## src/rtl/shift_seq_pkg.sv

```systemverilog
// Shared types and constants for the shift sequence arbiter: shift-core
// mode encodings, FSM state enum, command record and a small helper.
package shift_seq_pkg;

  localparam int NUM_REQ = 2;
  localparam int WIDTH   = 4;
  localparam int CNT_W   = 3;
  // Bits needed to index the serial pattern (k mod WIDTH).
  localparam int IDX_W   = 2;

  typedef enum logic [1:0] {
    LEFT  = 2'b00,
    RIGHT = 2'b01,
    LOAD  = 2'b10,
    HOLD  = 2'b11
  } mode_e;

  typedef enum logic [1:0] {
    IDLE,
    CLEAR,
    SHIFT,
    DONE
  } state_e;

  // Command fields captured from the winning requester at grant time.
  typedef struct packed {
    logic             dir;
    logic [CNT_W-1:0] cnt;
    logic [WIDTH-1:0] sin;
  } cmd_t;

  function automatic logic [NUM_REQ-1:0] id_to_onehot(input logic id);
    id_to_onehot     = '0;
    id_to_onehot[id] = 1'b1;
  endfunction

endpackage

```

## src/rtl/shift_seq_arbiter_if.sv

```systemverilog
// Request/result bundle between the requesters (master) and the
// shift sequence arbiter (slave).
interface shift_seq_arbiter_if;
  import shift_seq_pkg::*;

  logic [NUM_REQ-1:0]       req;
  logic [NUM_REQ-1:0]       dir;
  logic [NUM_REQ*CNT_W-1:0] cnt;
  logic [NUM_REQ*WIDTH-1:0] sin;
  logic [NUM_REQ-1:0]       grant;
  logic                     busy;
  logic                     done;
  logic                     done_id;
  logic [WIDTH-1:0]         result;

  modport master (
    output req, dir, cnt, sin,
    input  grant, busy, done, done_id, result
  );

  modport slave (
    input  req, dir, cnt, sin,
    output grant, busy, done, done_id, result
  );

endinterface

```

## src/rtl/shift_core.sv

```systemverilog
// 4-bit shift register with load / shift-left / shift-right / hold modes.
module shift_core
  import shift_seq_pkg::*;
(
  input  logic             clk,
  input  logic             reset,
  input  mode_e            mode,
  input  logic             data_in,
  output logic [WIDTH-1:0] q
);

  // Register update selected by mode; HOLD keeps the current contents.
  always_ff @(posedge clk or posedge reset) begin
    if (reset) begin
      q <= '0;
    end else begin
      case (mode)
        LOAD:    q <= {{(WIDTH-1){1'b0}}, data_in};
        LEFT:    q <= {q[WIDTH-2:0], data_in};
        RIGHT:   q <= {data_in, q[WIDTH-1:1]};
        default: q <= q;
      endcase
    end
  end

endmodule

```

## src/rtl/shift_seq_arbiter.sv

```systemverilog
// Two-requester arbiter owning a shared 4-bit shift datapath. The winner's
// direction, count and serial pattern are captured at grant; the register is
// cleared, shifted cnt times and the result is presented with a done pulse.
// Build option: define SHIFT_SEQ_RR_EN for round-robin arbitration; without
// it requester 0 has fixed priority and no pointer register exists.
module shift_seq_arbiter
  import shift_seq_pkg::*;
(
  input  logic                clk,
  input  logic                reset,
  shift_seq_arbiter_if.slave  bus
);

  state_e           state_q;
  logic [NUM_REQ-1:0] grant_q;
  logic             busy_q;
  logic             done_q;
  logic             done_id_q;
  logic             owner_q;
  cmd_t             cmd_q;
  logic [CNT_W-1:0] k_q;

  logic             winner_d;
  cmd_t             cmd_d;
  cmd_t             req_cmd [NUM_REQ];

  mode_e            core_mode;
  logic             core_din;
  logic [WIDTH-1:0] core_q;

  // Per-requester command slices of the flat input buses.
  for (genvar gi = 0; gi < NUM_REQ; gi++) begin : g_cmd
    assign req_cmd[gi] = '{dir: bus.dir[gi],
                           cnt: bus.cnt[gi*CNT_W +: CNT_W],
                           sin: bus.sin[gi*WIDTH +: WIDTH]};
  end

`ifdef SHIFT_SEQ_RR_EN
  logic rr_ptr_q;

  // Round-robin: on a tie the favoured requester wins, otherwise the lone one.
  always_comb begin
    winner_d = bus.req[1];
    if (bus.req == 2'b11) begin
      winner_d = rr_ptr_q;
    end
  end
`else
  // Fixed priority: requester 0 wins whenever it asks.
  assign winner_d = ~bus.req[0];
`endif

  assign cmd_d = req_cmd[winner_d];

  // Core control: clear in CLEAR, shift in SHIFT, hold everywhere else.
  always_comb begin
    core_mode = HOLD;
    core_din  = 1'b0;
    case (state_q)
      CLEAR: begin
        core_mode = LOAD;
        core_din  = 1'b0;
      end
      SHIFT: begin
        core_mode = cmd_q.dir ? RIGHT : LEFT;
        core_din  = cmd_q.sin[k_q[IDX_W-1:0]];
      end
      default: begin
        core_mode = HOLD;
        core_din  = 1'b0;
      end
    endcase
  end

  // Operation sequencer with registered grant/busy/done outputs.
  always_ff @(posedge clk or posedge reset) begin
    if (reset) begin
      state_q   <= IDLE;
      grant_q   <= '0;
      busy_q    <= 1'b0;
      done_q    <= 1'b0;
      done_id_q <= 1'b0;
      owner_q   <= 1'b0;
      cmd_q     <= '0;
      k_q       <= '0;
`ifdef SHIFT_SEQ_RR_EN
      rr_ptr_q  <= 1'b0;
`endif
    end else begin
      done_q <= 1'b0;
      case (state_q)
        IDLE: begin
          if (|bus.req) begin
            state_q <= CLEAR;
            grant_q <= id_to_onehot(winner_d);
            busy_q  <= 1'b1;
            owner_q <= winner_d;
            cmd_q   <= cmd_d;
          end
        end
        CLEAR: begin
          k_q <= '0;
          if (cmd_q.cnt != '0) begin
            state_q <= SHIFT;
          end else begin
            state_q   <= DONE;
            done_q    <= 1'b1;
            done_id_q <= owner_q;
          end
        end
        SHIFT: begin
          if (k_q == cmd_q.cnt - CNT_W'(1)) begin
            state_q   <= DONE;
            done_q    <= 1'b1;
            done_id_q <= owner_q;
          end else begin
            k_q <= k_q + CNT_W'(1);
          end
        end
        DONE: begin
          state_q <= IDLE;
          grant_q <= '0;
          busy_q  <= 1'b0;
`ifdef SHIFT_SEQ_RR_EN
          // Favour the other requester next time.
          rr_ptr_q <= ~owner_q;
`endif
        end
        default: begin
          state_q <= IDLE;
        end
      endcase
    end
  end

  shift_core u_core (
    .clk     (clk),
    .reset   (reset),
    .mode    (core_mode),
    .data_in (core_din),
    .q       (core_q)
  );

  assign bus.grant   = grant_q;
  assign bus.busy    = busy_q;
  assign bus.done    = done_q;
  assign bus.done_id = done_id_q;
  assign bus.result  = core_q;

endmodule

```

## src/flat_wrapper.sv

```systemverilog
// flat-port wrapper written by rule: the top's interface ports become plain ports
module shift_seq_arbiter_flat import shift_seq_pkg::*;
  (clk, reset, bus_req, bus_dir, bus_cnt, bus_sin, bus_grant, bus_busy, bus_done, bus_done_id, bus_result);
  shift_seq_arbiter_if bus_i ();
  input  logic clk;
  input  logic reset;
  input wire logic [$bits(bus_i.req)-1:0] bus_req;
  input wire logic [$bits(bus_i.dir)-1:0] bus_dir;
  input wire logic [$bits(bus_i.cnt)-1:0] bus_cnt;
  input wire logic [$bits(bus_i.sin)-1:0] bus_sin;
  output wire logic [$bits(bus_i.grant)-1:0] bus_grant;
  output wire logic [$bits(bus_i.busy)-1:0] bus_busy;
  output wire logic [$bits(bus_i.done)-1:0] bus_done;
  output wire logic [$bits(bus_i.done_id)-1:0] bus_done_id;
  output wire logic [$bits(bus_i.result)-1:0] bus_result;
  assign bus_i.req = bus_req;
  assign bus_i.dir = bus_dir;
  assign bus_i.cnt = bus_cnt;
  assign bus_i.sin = bus_sin;
  assign bus_grant = bus_i.grant;
  assign bus_busy = bus_i.busy;
  assign bus_done = bus_i.done;
  assign bus_done_id = bus_i.done_id;
  assign bus_result = bus_i.result;
  shift_seq_arbiter u_core (.clk(clk), .reset(reset), .bus(bus_i));
endmodule
```

## config.mk

```make
export PLATFORM = sky130hd
export DESIGN_NAME = shift_seq_arbiter_flat
export DESIGN_NICKNAME = d
export VERILOG_FILES = /design/src/rtl/shift_seq_pkg.sv /design/src/rtl/shift_seq_arbiter_if.sv /design/src/rtl/shift_core.sv /design/src/rtl/shift_seq_arbiter.sv /design/src/flat_wrapper.sv
export SDC_FILE = /design/constraint.sdc
export NUM_CORES = 1
export LEC_CHECK = 0
export CORE_UTILIZATION = 49
export CTS_CLUSTER_SIZE = 8
export DETAILED_ROUTE_END_ITERATION = 6
export PLACE_DENSITY_LB_ADDON = 0.08
export SKIP_LAST_GASP = 1
export SLEW_MARGIN = 15
export SYNTH_ARGS = -nofsm -noshare
export SYNTH_HDL_FRONTEND = slang
export SYNTH_HIERARCHICAL = 1
export SYNTH_SLANG_ARGS = --single-unit
```

## constraint.sdc

```tcl
create_clock -name clk -period 2.69 [get_ports clk]
set_clock_uncertainty 0.2 [all_clocks]
set_input_delay 0.4035 -clock clk [delete_from_list [all_inputs] [get_ports clk]]
set_output_delay 0.4035 -clock clk [all_outputs]
set_load 0.02 [all_outputs]
```

==> results of run 1 <==
[cells in the mapped netlist]
library cell | number | area, um^2
a22o_1 | 3 | 26.3
nor3b_1 | 1 | 7.51
and3_1 | 1 | 6.26
o21ai_0 | 5 | 25.0
inv_1 | 11 | 41.3
xor2_1 | 1 | 8.76
xor2_2 | 2 | 32.5
mux4_1 | 1 | 26.3
and2_1 | 1 | 6.26
a31oi_2 | 1 | 12.5
ha_1 | 7 | 87.6
clkbuf_1 | 1 | 3.75
dfrtp_1 | 23 | 576
o32a_1 | 1 | 10.0
a21oi_1 | 6 | 30.0
mux2_1 | 1 | 11.3
o22ai_2 | 1 | 12.5
a31oi_1 | 1 | 6.26
nor3_1 | 1 | 5.00
nand2_1 | 12 | 45.0
buf_2 | 1 | 5.00
nand4_2 | 1 | 12.5
o21ai_2 | 1 | 8.76
nand3_1 | 4 | 20.0
a31o_1 | 1 | 8.76
buf_4 | 1 | 7.51
nor2_1 | 7 | 26.3
mux2i_1 | 15 | 150
o21ai_1 | 9 | 45.0
[state kept, by name, summed over array words and instances, names as in the netlist]
| signal | flops |
|---|---|
| u_core/cmd_q | 8 |
| u_core/u_core/q | 4 |
| u_core/k_q | 3 |
| u_core/bus.grant | 2 |
| u_core/state_q | 2 |
| u_core/bus.busy | 1 |
| u_core/bus.done | 1 |
| u_core/bus.done_id | 1 |
| u_core/owner_q | 1 |
[how the worst max path moves through the flow]
stage | start | endpoint | slack [ps] | cells after the start
6_report | u_core/cmd_q[4] | u_core/bus.done_id | 450 | 7
5_1_grt | u_core/cmd_q[4] | u_core/bus.done_id | 360 | 7
4_1_cts | u_core/cmd_q[4] | u_core/bus.done_id | 450 | 7
3_5_place_dp | u_core/cmd_q[4] | u_core/bus.done_id | 470 | 7
3_3_place_gp | u_core/cmd_q[4] | u_core/bus.done_id | 540 | 7
2_1_floorplan | u_core/cmd_q[4] | u_core/bus.done_id | 580 | 7
[cells by family after synthesis]
logic type,synth area share
AO/OA/AOI/OAI,0.147
XOR/XNOR,0.0327
adder cells (fa/ha/maj),0.0693
buffers and inverters,0.0455
flip-flops,0.455
multiplexers,0.149
AND/OR/NAND/NOR,0.102
[worst register-to-register path, cell delays in order, from the launching register on]
cell     delay [ps]
dfrtp_1         420
inv_1            70
ha_1            210
ha_1            290
xor2_1          270
nand4_2         180
o22ai_2         170
mux2_1          330
[per-layer routing]
layer	part of all wire	GRT usage	vias to the layer above	wire length, um
met5	0	0	-	0
met4	0.024	0.118	0	58
met3	0.029	0.0290	5	70
met2	0.50	0.342	22	1200
met1	0.45	0.263	474	1090
li1	-	-	490	-
[final cells by class]
class / count / area, um^2 / area share
Timing Repair Buffer: 30 / 295 / 0.184
Sequential cell: 23 / 576 / 0.358
Multi-Input combinational cell: 84 / 631 / 0.393
Tap cell: 30 / 37.5 / 0.0234
Clock buffer: 4 / 26.3 / 0.0164
Inverter: 11 / 41.3 / 0.0257
[stage by stage]
stage / hold WS, ps / util / worst slack [ps]
2_1_floorplan: -30.4 / - / 581
3_3_place_gp: 264 / 0.644 / 543
3_5_place_dp: 275 / 0.644 / 467
4_1_cts: 95.5 / 0.654 / 446
5_1_grt: 109 / 0.654 / 358
6_report: 99.0 / 0.654 / 449
[power by group]
group | total [uW] | switching, uW | internal [uW]
logic | 950 | 523 | 427
clock network | 163 | 105 | 58.0
registers | 616 | 121 | 495
==> impl_metrics.csv, run 1 <==
group,metric,value,unit
finish,drive_above_1_share,0.0724,
routing,wl,2420,um
die,ios,29,
finish,layout_commonest_cell,"clkdlybuf4s50_1",
critical_path,reg2reg_slack,450,ps
critical_path,critPathTopFamily,"adder cells",
clock_tree,clock_latency,320,ps
critical_path,cp.arrival,2250,ps
power_and_ir_drop,peakVddDrop,0.791,mV
finish,fillers,218,
critical_path,r2r-start,"u_core/cmd_q[4]",
die,die_w,52.8,um
critical_path,critical_path_buf_inv_count,1,
global_routing,grt_pass1_wl,4060,um
finish,area_growth,27.1,%
synth,synth_cell_type_count,29,
clock_tree,cts_htree_levels,1,
sta,post-route-period-util,0.833,
sta,hold_violations,0,
clock_tree,cts.sinks,23,
critical_path,worst_path_most_repeated_cell,"ha_1",
critical_path,crit_fanout,3,
clock_tree,cts_max_path_buffers,2,
placement,portBuffers,28,
synth,syn_area_per_cell,10.4,um^2
routing,dr_total_vias,991,
die,start_util,0.515,
power_and_ir_drop,p_per_area,1080,mW/mm^2
critical_path,required,2700,ps
routing,wl_per_cell,13.3,um
synth,ys_ff_latch,23,
finish,antennaDiodeCount,0,
clock_tree,post_cts_buffers,0,
critical_path,cp_slowest_cell,"dfrtp_1",
routing,postRouteAntennaNets,0,
finish,layout.cells.non_filler,182,
min_path,min-delay-path-class,"in2async",
routing,drt_iter0_drc,8,
sta,min_period,2240,ps
synth,syn_nets,148,
synth,syn_area,0.00126,mm^2
die,die_h,52.8,um
sta,drv_slew,0,
sta,worst_pin_slew,742,ps
outcome,status,"finished, final reports clean",
clock_tree,cts_resized,0,
synth,synth_warnings,6,
placement,dp_cells,178,
global_routing,grt-ovfl-total,0,
critical_path,critPathCaptureType,"flop",
routing,detail_route.first_pass.iterations,5,
global_routing,grt_max_degree,20,
clock_tree,clk_pin_slew,130,ps
global_routing,grt_pass1_vias,907,
critical_path,crit_chain,"inv_1 > ha_1 > ha_1 > xor2_1 > nand4_2 > o22ai_2 > mux2_1",
sta,fmax,446,MHz
sta,rsz0062_at_grt,"no",
clock_tree,clockRootBuffer,"clkbuf_4",
power_and_ir_drop,fin_total_pwr,1730,uW
clock_tree,postCtsHoldBufs,0,
critical_path,cpPeakStageDelay,420,ps
routing,viasPerCell,5.45,
power_and_ir_drop,leakage,0.000772,uW
die,die-area,0.00279,mm^2
die,core,0.00245,mm^2
synth,synthCells,121,
job,cap_violations,0,
finish,nets,180,
clock_tree,cts_made_buffers,3,
routing,route.detailed.drc,0,
finish,stdcell_area,0.00161,mm^2
placement,placed_area,0.00158,mm^2
critical_path,r2r_end,"u_core/bus.done_id",
critical_path,critPathLaunchType,"flop",
synth,yosysSeqAreaShare,0.455,
global_routing,antenna_found_initial,0,
sta,slew_headroom,0.505,
sta,setup_viol,0,
sta,setup_tns,0,ps
critical_path,path_class,"reg2reg",
placement,place.gp.congestion,0.774,
finish,layout_common_cells,"clkdlybuf4s50_1, dfrtp_1, mux2i_1",
clock_tree,cts_tree,"done",
die,rows,18,
placement,hpwlAfterDp,1860,um
critical_path,ff2ff_path_depth,7,
global_routing,grt.total_usage,0.210,
No activity file was read; power rests on OpenSTA's default activity.
==> inputs of run 2 (changes only) <==
- CORE_UTILIZATION: 49 -> 44
- clock period: 2.69 -> 1.9 ns (I/O delays scaled with it)
==> run 2 against run 1 <==
Against the previous run: the run now ends with setup timing left; register-to-register slack got worse by 560 ps; sequential share of layout area fell by 3.1 points; routed wire length rose by 1.0%; clock-buffer cell count fell by 1; combinational power rose by 72%; power rose by 56%; clock power rose by 42%; critical path depth did not move; core utilization fell by 1.1 points; largest cell class unchanged.
==> impl_metrics.csv, run 2 (synthesized netlist as in run 1, its figures left out) <==
group,metric,value,unit
outcome,status,"complete, but fails checks",
outcome,violations,"setup timing",
job,cap_violations,0,
global_routing,grt_max_degree,20,
die,start_util,0.462,
sta,fin_ws,-107,ps
routing,route.detailed.drc,0,
sta,fmax,498,MHz
routing,dr_total_vias,1015,
global_routing,grt-ovfl-total,0,
sta,slew_headroom,0.809,
routing,viasPerCell,5.18,
clock_tree,cts_max_path_buffers,2,
finish,fillers,236,
die,rows,19,
critical_path,path_class,"reg2reg",
sta,rsz0062_at_grt,"yes",
die,die_h,55.6,um
critical_path,critPathLaunchType,"flop",
critical_path,critPathCaptureType,"flop",
finish,top_regs,"u_core/cmd_q (8), u_core/u_core/q (4), u_core/k_q (3)",
sta,min_period,2010,ps
finish,multiInputGateArea,681,um^2
placement,portBuffers,28,
power_and_ir_drop,p_per_area,1540,mW/mm^2
critical_path,cp.arrival,2010,ps
clock_tree,clk_pin_slew,130,ps
die,die-area,0.00309,mm^2
sta,post-route-period-util,1.06,
routing,wl_per_cell,12.5,um
clock_tree,cts_made_buffers,3,
critical_path,required,1910,ps
power_and_ir_drop,fin_total_pwr,2710,uW
min_path,min-delay-path-class,"reg2reg",
global_routing,grt.total_usage,0.177,
finish,stdcell_area,0.00176,mm^2
global_routing,use_met2,0.293,
clock_tree,post_cts_buffers,0,
finish,fin_util,0.643,
finish,largest_reg_flops,8,
sta,hold_violations,0,
global_routing,grtUsageMet1,0.235,
sta,setup_viol,1,
critical_path,reg2reg_slack,-110,ps
clock_tree,cts.sinks,23,
sta,hold_ws,295,ps
clock_tree,cts_tree,"done",
finish,ff_latch_area,576,um^2
critical_path,r2r-start,"u_core/cmd_q[4]",
die,core,0.00273,mm^2
die,die_w,55.6,um
global_routing,grt.met3_usage,0.0209,
finish,antennaDiodeCount,0,
clock_tree,clockRootBuffer,"clkbuf_4",
clock_tree,cts_htree_levels,1,
finish,area_growth,39.2,%
finish,layout_common_cells,"clkdlybuf4s50_1, dfrtp_1, mux2i_1",
global_routing,busiest_layer,"met2",
sta,worst_pin_slew,287,ps
routing,wl,2450,um
critical_path,ff2ff_path_depth,7,
routing,drt_iter0_drc,10,
min_path,holdPathStages,2,
min_path,min_from,"u_core/cmd_q[0]",
critical_path,r2r_end,"u_core/bus.done_id",
finish,top_register,"u_core/cmd_q",
die,ios,29,
routing,postRouteAntennaNets,0,
finish,nets,193,
min_path,holdPathEnd,"u_core/cmd_q[0]",
global_routing,antenna_found_initial,0,
placement,place.gp.congestion,0.719,
routing,detail_route.first_pass.iterations,6,
finish,layout_commonest_cell,"clkdlybuf4s50_1",
finish,drive_above_1_share,0.176,
clock_tree,clock_latency,320,ps
power_and_ir_drop,leakage,0.000846,uW
sta,drv_slew,0,
global_routing,grt_pass1_wl,4310,um
global_routing,grt_pass1_vias,974,
placement,placed_area,0.00171,mm^2
placement,hpwlAfterDp,1950,um
power_and_ir_drop,peakVddDrop,1.02,mV
critical_path,crit_fanout,4,
==> run 2: cell types whose count changed in the layout (fill, tap and decap cells not counted), sizes merged <==
cell / change
clkbuf: -1
buf: +12
clkinv: +1
dlygate4sd3: +1
==> run 2: how the worst max path moves through the flow <==
| stage | depth (start not counted) | start | slack [ps] | to |
|---|---|---|---|---|
| global route | 7 | u_core/cmd_q[4] | -190 | u_core/bus.done_id |
| finish | 7 | u_core/cmd_q[4] | -110 | u_core/bus.done_id |
| CTS | 7 | u_core/cmd_q[4] | -120 | u_core/bus.done_id |
| detailed placement | 7 | u_core/cmd_q[5] | -90 | u_core/bus.done_id |
| floorplan | 7 | u_core/cmd_q[4] | -80 | u_core/bus.done_id |
| global placement | 7 | u_core/cmd_q[4] | -50 | u_core/bus.done_id |
==> run 2: worst max-delay path, stage by stage (launching register included) <==
cell and delay (ps):
dfrtp_1 360, inv_1 50, ha_2 190, ha_4 280, xor2_4 200, a31oi_4 140
o22ai_2 140, mux2_1 330
==> run 2: area by class of cell <==
cell class / count / share of cell area
clock inverters: 1 / 0.00284
well taps: 31 / 0.0220
inverters: 11 / 0.0235
repair buffers: 43 / 0.225
clock buffers: 3 / 0.0128
flip-flops and latches: 23 / 0.327
multi-input cells: 84 / 0.387
==> run 2: power breakdown <==
part	switching (uW)	total (uW)	internal [uW]
sequential	146	846	701
combinational	849	1630	779
clock	153	232	78.8
total	1150	2710	1560
==> run 2: what timing repair did <==
action                                  CTS  global route
hold endpoints to repair                  4             0
endpoints found under the setup margin    2             8
resized for setup                         1             3
pin swaps                                 0             0
hold buffers                              1             0
==> run 2: through the flow <==
step                      TNS, ps  setup slack (ps)  instances
after floorplan             -84.9             -84.9        121
after global placement      -52.7             -52.7        191
after detailed placement    -91.4             -91.4        191
after CTS                    -120              -120        196
after global routing         -292              -191        196
final                        -107              -107        196
==> run 2: routing by layer <==
| metal | vias up | routed length [um] |
|---|---|---|
| met4 | 0 | 46 |
| met5 | - | 0 |
| met2 | 22 | 1110 |
| met3 | 5 | 89 |
| li1 | 512 | - |
| met1 | 476 | 1200 |
